$ cat config.mk
export PLATFORM = sky130hd
export DESIGN_NAME = tdm_serializer
export DESIGN_NICKNAME = d
export VERILOG_FILES = /design/src/rtl/tdm_pkg.sv /design/src/rtl/tdm_serializer.sv
export SDC_FILE = /design/constraint.sdc
export NUM_CORES = 1
export LEC_CHECK = 0
export ABC_AREA = 0
export CAP_MARGIN = 30
export CORE_ASPECT_RATIO = 1.5
export CORE_UTILIZATION = 50
export CTS_CLUSTER_DIAMETER = 60
export DETAILED_ROUTE_END_ITERATION = 12
export GPL_TIMING_DRIVEN = 0
export PLACE_DENSITY = 0.89
export SETUP_SLACK_MARGIN = 0.02
export SYNTH_ARGS = -nofsm -noshare
export SYNTH_HDL_FRONTEND = slang
export SYNTH_SLANG_ARGS = --single-unit
$ cat constraint.sdc
create_clock -name s_axis_aclk -period 2.1 [get_ports s_axis_aclk]
set_input_delay 0.315 -clock s_axis_aclk [delete_from_list [all_inputs] [get_ports s_axis_aclk]]
set_output_delay 0.315 -clock s_axis_aclk [all_outputs]
set_load 0.1 [all_outputs]
$ cat src/rtl/tdm_pkg.sv
// Shared TDM defaults and state encoding for the serializer and the decimator.
package tdm_pkg;

  localparam int TDM_N_CH           = 8;
  localparam int TDM_DATA_W         = 24;
  localparam int TDM_FRAMES_PER_PKT = 33;

  typedef enum logic {
    EMPTY = 1'b0,
    SEND  = 1'b1
  } tdm_state_t;

  // Counter width that stays legal when the count range collapses to one value.
  function automatic int cnt_w(input int n);
    return (n > 1) ? $clog2(n) : 1;
  endfunction

endpackage

$ cat src/rtl/tdm_serializer.sv
// Parallel-frame to per-channel sample serializer with packet framing on tlast.
module tdm_serializer
  import tdm_pkg::*;
#(
  parameter int N_CH           = TDM_N_CH,
  parameter int DATA_W         = TDM_DATA_W,
  parameter int FRAMES_PER_PKT = TDM_FRAMES_PER_PKT
) (
  input  logic                       s_axis_aclk,
  input  logic                       s_axis_aresetn,
  input  logic [N_CH*DATA_W-1:0]     s_axis_tdata,
  input  logic                       s_axis_tvalid,
  output logic                       s_axis_tready,
  output logic [DATA_W-1:0]          m_axis_tdata,
  output logic                       m_axis_tvalid,
  input  logic                       m_axis_tready,
  output logic [$clog2(N_CH)-1:0]    m_axis_tuser,
  output logic                       m_axis_tlast
);

  localparam int CH_W = $clog2(N_CH);
  localparam int FC_W = cnt_w(FRAMES_PER_PKT);
  localparam logic [CH_W-1:0] CH_LAST = CH_W'(N_CH - 1);
  localparam logic [FC_W-1:0] FC_LAST = FC_W'(FRAMES_PER_PKT - 1);

  tdm_state_t              state_reg, state_next;
  logic [CH_W-1:0]         ch_reg, ch_next;
  logic [FC_W-1:0]         fcnt_reg, fcnt_next;
  logic [N_CH*DATA_W-1:0]  frame_reg, frame_next;
  logic                    ready_en_reg;

  logic in_hs, out_hs, last_ch;

  assign last_ch = (ch_reg == CH_LAST);
  assign in_hs   = s_axis_tvalid & s_axis_tready;
  assign out_hs  = m_axis_tvalid & m_axis_tready;

  // ready_en keeps tready low through reset and until the first edge after release.
  assign s_axis_tready = ready_en_reg &
                         ((state_reg == EMPTY) ||
                          ((state_reg == SEND) && last_ch && m_axis_tready));

  assign m_axis_tvalid = (state_reg == SEND);
  assign m_axis_tdata  = frame_reg[int'(ch_reg) * DATA_W +: DATA_W];
  assign m_axis_tuser  = ch_reg;
  assign m_axis_tlast  = (state_reg == SEND) && last_ch && (fcnt_reg == FC_LAST);

  always_ff @(posedge s_axis_aclk or negedge s_axis_aresetn) begin
    if (!s_axis_aresetn) begin
      state_reg    <= EMPTY;
      ch_reg       <= '0;
      fcnt_reg     <= '0;
      frame_reg    <= '0;
      ready_en_reg <= 1'b0;
    end else begin
      state_reg    <= state_next;
      ch_reg       <= ch_next;
      fcnt_reg     <= fcnt_next;
      frame_reg    <= frame_next;
      ready_en_reg <= 1'b1;
    end
  end

  always_comb begin
    state_next = state_reg;
    ch_next    = ch_reg;
    fcnt_next  = fcnt_reg;
    frame_next = frame_reg;
    case (state_reg)
      EMPTY: begin
        if (in_hs) begin
          frame_next = s_axis_tdata;
          ch_next    = '0;
          state_next = SEND;
        end
      end
      SEND: begin
        if (out_hs) begin
          if (!last_ch) begin
            ch_next = ch_reg + 1'b1;
          end else begin
            fcnt_next = (fcnt_reg == FC_LAST) ? '0 : fcnt_reg + 1'b1;
            ch_next   = '0;
            // Back-to-back frame load avoids a bubble between frames.
            if (in_hs) begin
              frame_next = s_axis_tdata;
            end else begin
              state_next = EMPTY;
            end
          end
        end
      end
      default: state_next = EMPTY;
    endcase
  end

endmodule

==> impl_metrics.csv <==
group,metric,value,unit
timing,fin_ws,-0.498,ns
timing,slew_headroom,33.0,%
power_and_ir_drop,power_density,1860,nW/µm²
detailed_routing,viasPerCell,5.50,
placed_design,place.gp.congestion,0.862,
cts,cts_tree,"done",
timing,rsz0062_at_grt,"true",
global_route,grt_usage,25.7,%
global_route,grt_pass1_vias,6641,
floorplanning,rows,61,
synthesis,synth_edf_count,0,
synthesis,netlist_area,9410,µm²
detailed_routing,wl,24300,µm
placed_design,place_area,12000,µm²
worst_setup_path,endpoint_kind,"output port",
worst_setup_path,crit_required,1.78,ns
synthesis,postSynth.asyncResetShare,100,%
run_status,violations,"negative setup slack",
placed_design,dp_cells,1021,
cts,numClockSinks,203,
synthesis,synth_ff_type,"dfrtp_1",
timing,hold_ws,0.394,ns
timing,hold_viol_final,0,
worst_setup_path,cp-startpoint,"m_axis_tuser[0]",
timing,tightest_slew,1.01,ns
worst_setup_path,worstReg2RegStart,"m_axis_tuser[0]",
layout,largest_reg_flops,192,
detailed_routing,wire_per_inst,22.9,µm
global_route,grt-ovfl-total,0,
cts,cts_setup_buffers,0,
cts,root_buffer,"clkbuf_16",
floorplanning,die_w,114,µm
synthesis,yosysSeqAreaShare,54.0,%
timing,tns,-11.65,ns
global_route,antenna_found_initial,1,
detailed_routing,vias,5833,
timing,fin_crit,2.60,ns
layout,instances_no_fill,1060,
cts,clk_pin_slew_worst_paths,0.07,ns
floorplanning,ioPinCount,226,
power_and_ir_drop,power.total,24.2,mW
run,max-cap-violations,0,
power_and_ir_drop,p_leak,5.50,nW
global_route,grt_max_degree,126,
worst_setup_path,crit_fanout,10,
layout,nFillCells,1234,
layout,drive_above_1_share,44.6,%
cts,ctsLongestPathBuffers,3,
cts,htreeDepth,1,
timing,finalMaxSlewViolations,0,
synthesis,netlist_instances,543,
timing,clock_skew,0.0126,ns
detailed_routing,drt_iter0_markers,252,
timing,setup_violations,27,
synthesis,synth_fp_nets,743,
layout,postLayoutCellArea,13000,µm²
run_status,outcome,"complete, but fails checks",
timing,finalCritPeriodShare,124,%
detailed_routing,ant_nets,0,
cts,cts_buffers,20,
floorplanning,coreArea,18500,µm²
timing,fmax,385,MHz
detailed_routing,dr.pass1.iters,4,
synthesis,synth.distinct_cells,32,
cts,clkLatencyLatePin,0.49,ns
worst_setup_path,worstSetupStartpointType,"register",
floorplanning,dieArea,19400,µm²
synthesis,avgSynthCellArea,17.3,µm²
layout,area_delta_synth_final,38.1,%
floorplanning,start_util,50.9,%
worst_setup_path,critPathArrivalTime,2.28,ns
layout,finalNetCount,993,
floorplanning,fp.dieH,170,µm
global_route,grt_pass1_wl,36700,µm
min_path,hp-class,"in2async",
placed_design,hpwlAfterDp,17800,µm
detailed_routing,drc,0,
synthesis,synth_seq_cells,203,
synthesis,yosysWarnings,0,
power_and_ir_drop,vdd_drop_max,3.47,mV
placed_design,place.port_buffers,225,
worst_setup_path,crit_type,"reg2out",
==> logic make-up after synthesis <==
family                     count (synthesis)  synth area share [%]
DFF                                      203                  54.0
muxes                                    265                  39.4
xor gates and xnor gates                   2                 0.186
buffers and inverters                     38                  3.69
AOI/OAI and AO/OA                         13                  1.25
and+or+nand+nor                           17                 0.945
other                                      1                0.0399
adders and majority gates                  4                 0.532
==> synthesized netlist by cell type, types with 2 or more instances <==
library cell  count  share of area, %
dfrtp_1         203                54
nand3_1           2              0.11
buf_1             2             0.080
nand2_1           4              0.16
mux2_2          206                25
nor3_1            2              0.11
clkbuf_1          3              0.12
inv_1             2             0.080
ha_1              4              0.53
a32o_1            2              0.21
buf_2             4              0.21
a311oi_1          2              0.19
mux4_1           47                13
a21o_1            3              0.24
xor2_1            2              0.19
mux2_1           11               1.3
nand4_1           2              0.13
o21ai_0           2              0.11
nor2_1            2             0.080
buf_6            26               3.1
==> worst paths after layout <==
check	endpoint	slack [ns]	cells after the start
worst max-delay path	m_axis_tdata[22]	-0.50	5
worst min-delay path	frame_reg[69]	0.39	2
worst max register to register	frame_reg[187]	0.07	7
worst min register to register	frame_reg[191]	0.48	1
max in group asynchronous	frame_reg[171]	0.68	3
min in group s_axis_aclk	frame_reg[190]	0.43	2
==> metrics by stage <==
stage / setup WS, ns / util [%]
global route: -0.556 / 70.3
floorplan: -0.0535 / -
detailed placement: -1.02 / 64.9
global placement: -8.47 / 64.7
CTS: -0.527 / 69.9
finish: -0.498 / 70.3
==> per-layer routing <==
metal | wire length (µm) | global-route usage (%)
met2 | 13300 | 48.0
met1 | 8590 | 27.5
met3 | 1380 | 5.24
met5 | 0 | 0
met4 | 1010 | 11.2
==> timing repair <==
item | 4_1_cts | 5_1_grt
endpoints found under the setup margin | 64 | 206
resized for setup | 237 | 12
gates cloned | 0 | 1
pin swaps | 1 | 0
endpoints found under the hold margin | 78 | 0
hold buffers | 1 | 0
==> layout make-up <==
type	instances	area [µm²]	share of cell area, %
repair buffers	228	2560	19.7
clock inverters	7	113	0.867
plain buffers	36	407	3.13
clock buffers	29	566	4.35
diodes	1	2.50	0.0193
flip-flops and latches	203	5090	39.2
inverters	2	7.51	0.0578
multi-input cells	302	3920	30.2
well taps	252	315	2.43
==> critical path: stages, from the launching register on <==
cell and delay, ns:
dfrtp_4 0.44, buf_12 0.15, buf_12 0.17, mux4_2 0.54, mux2_4 0.31, buf_8 0.18
==> layout by cell type (no fill, tap or decap), drive strengths merged <==
| cell type | instances |
|---|---|
| clkdlybuf4s50 | 194 |
| nor3 | 2 |
| a32o | 2 |
| diode | 1 |
| dlygate4sd2 | 2 |
| clkdlybuf4s15 | 2 |
| nor2b | 1 |
| a311oi | 2 |
| conb | 1 |
| bufinv | 3 |
| nand2b | 1 |
| dlygate4sd3 | 1 |
| nand2 | 4 |
| a21boi | 1 |
| buf | 61 |
| ha | 4 |
| a21o | 3 |
| dfrtp | 203 |
| nand3 | 2 |
| o21a | 1 |
| clkbuf | 33 |
| o41a | 1 |
| and2 | 1 |
| nor2 | 3 |
| o21ai | 2 |
| and4 | 1 |
| nand4 | 2 |
| mux2 | 217 |
| xor2 | 2 |
| clkinv | 3 |
| inv | 2 |
| mux4 | 48 |
| a21bo | 1 |
| clkinvlp | 1 |
==> where the power goes <==
part           internal, mW  switching (mW)
logic                  6.40            7.31
registers              5.77           0.998
clock network          2.25            1.47
(Power assumes the default switching activity.)
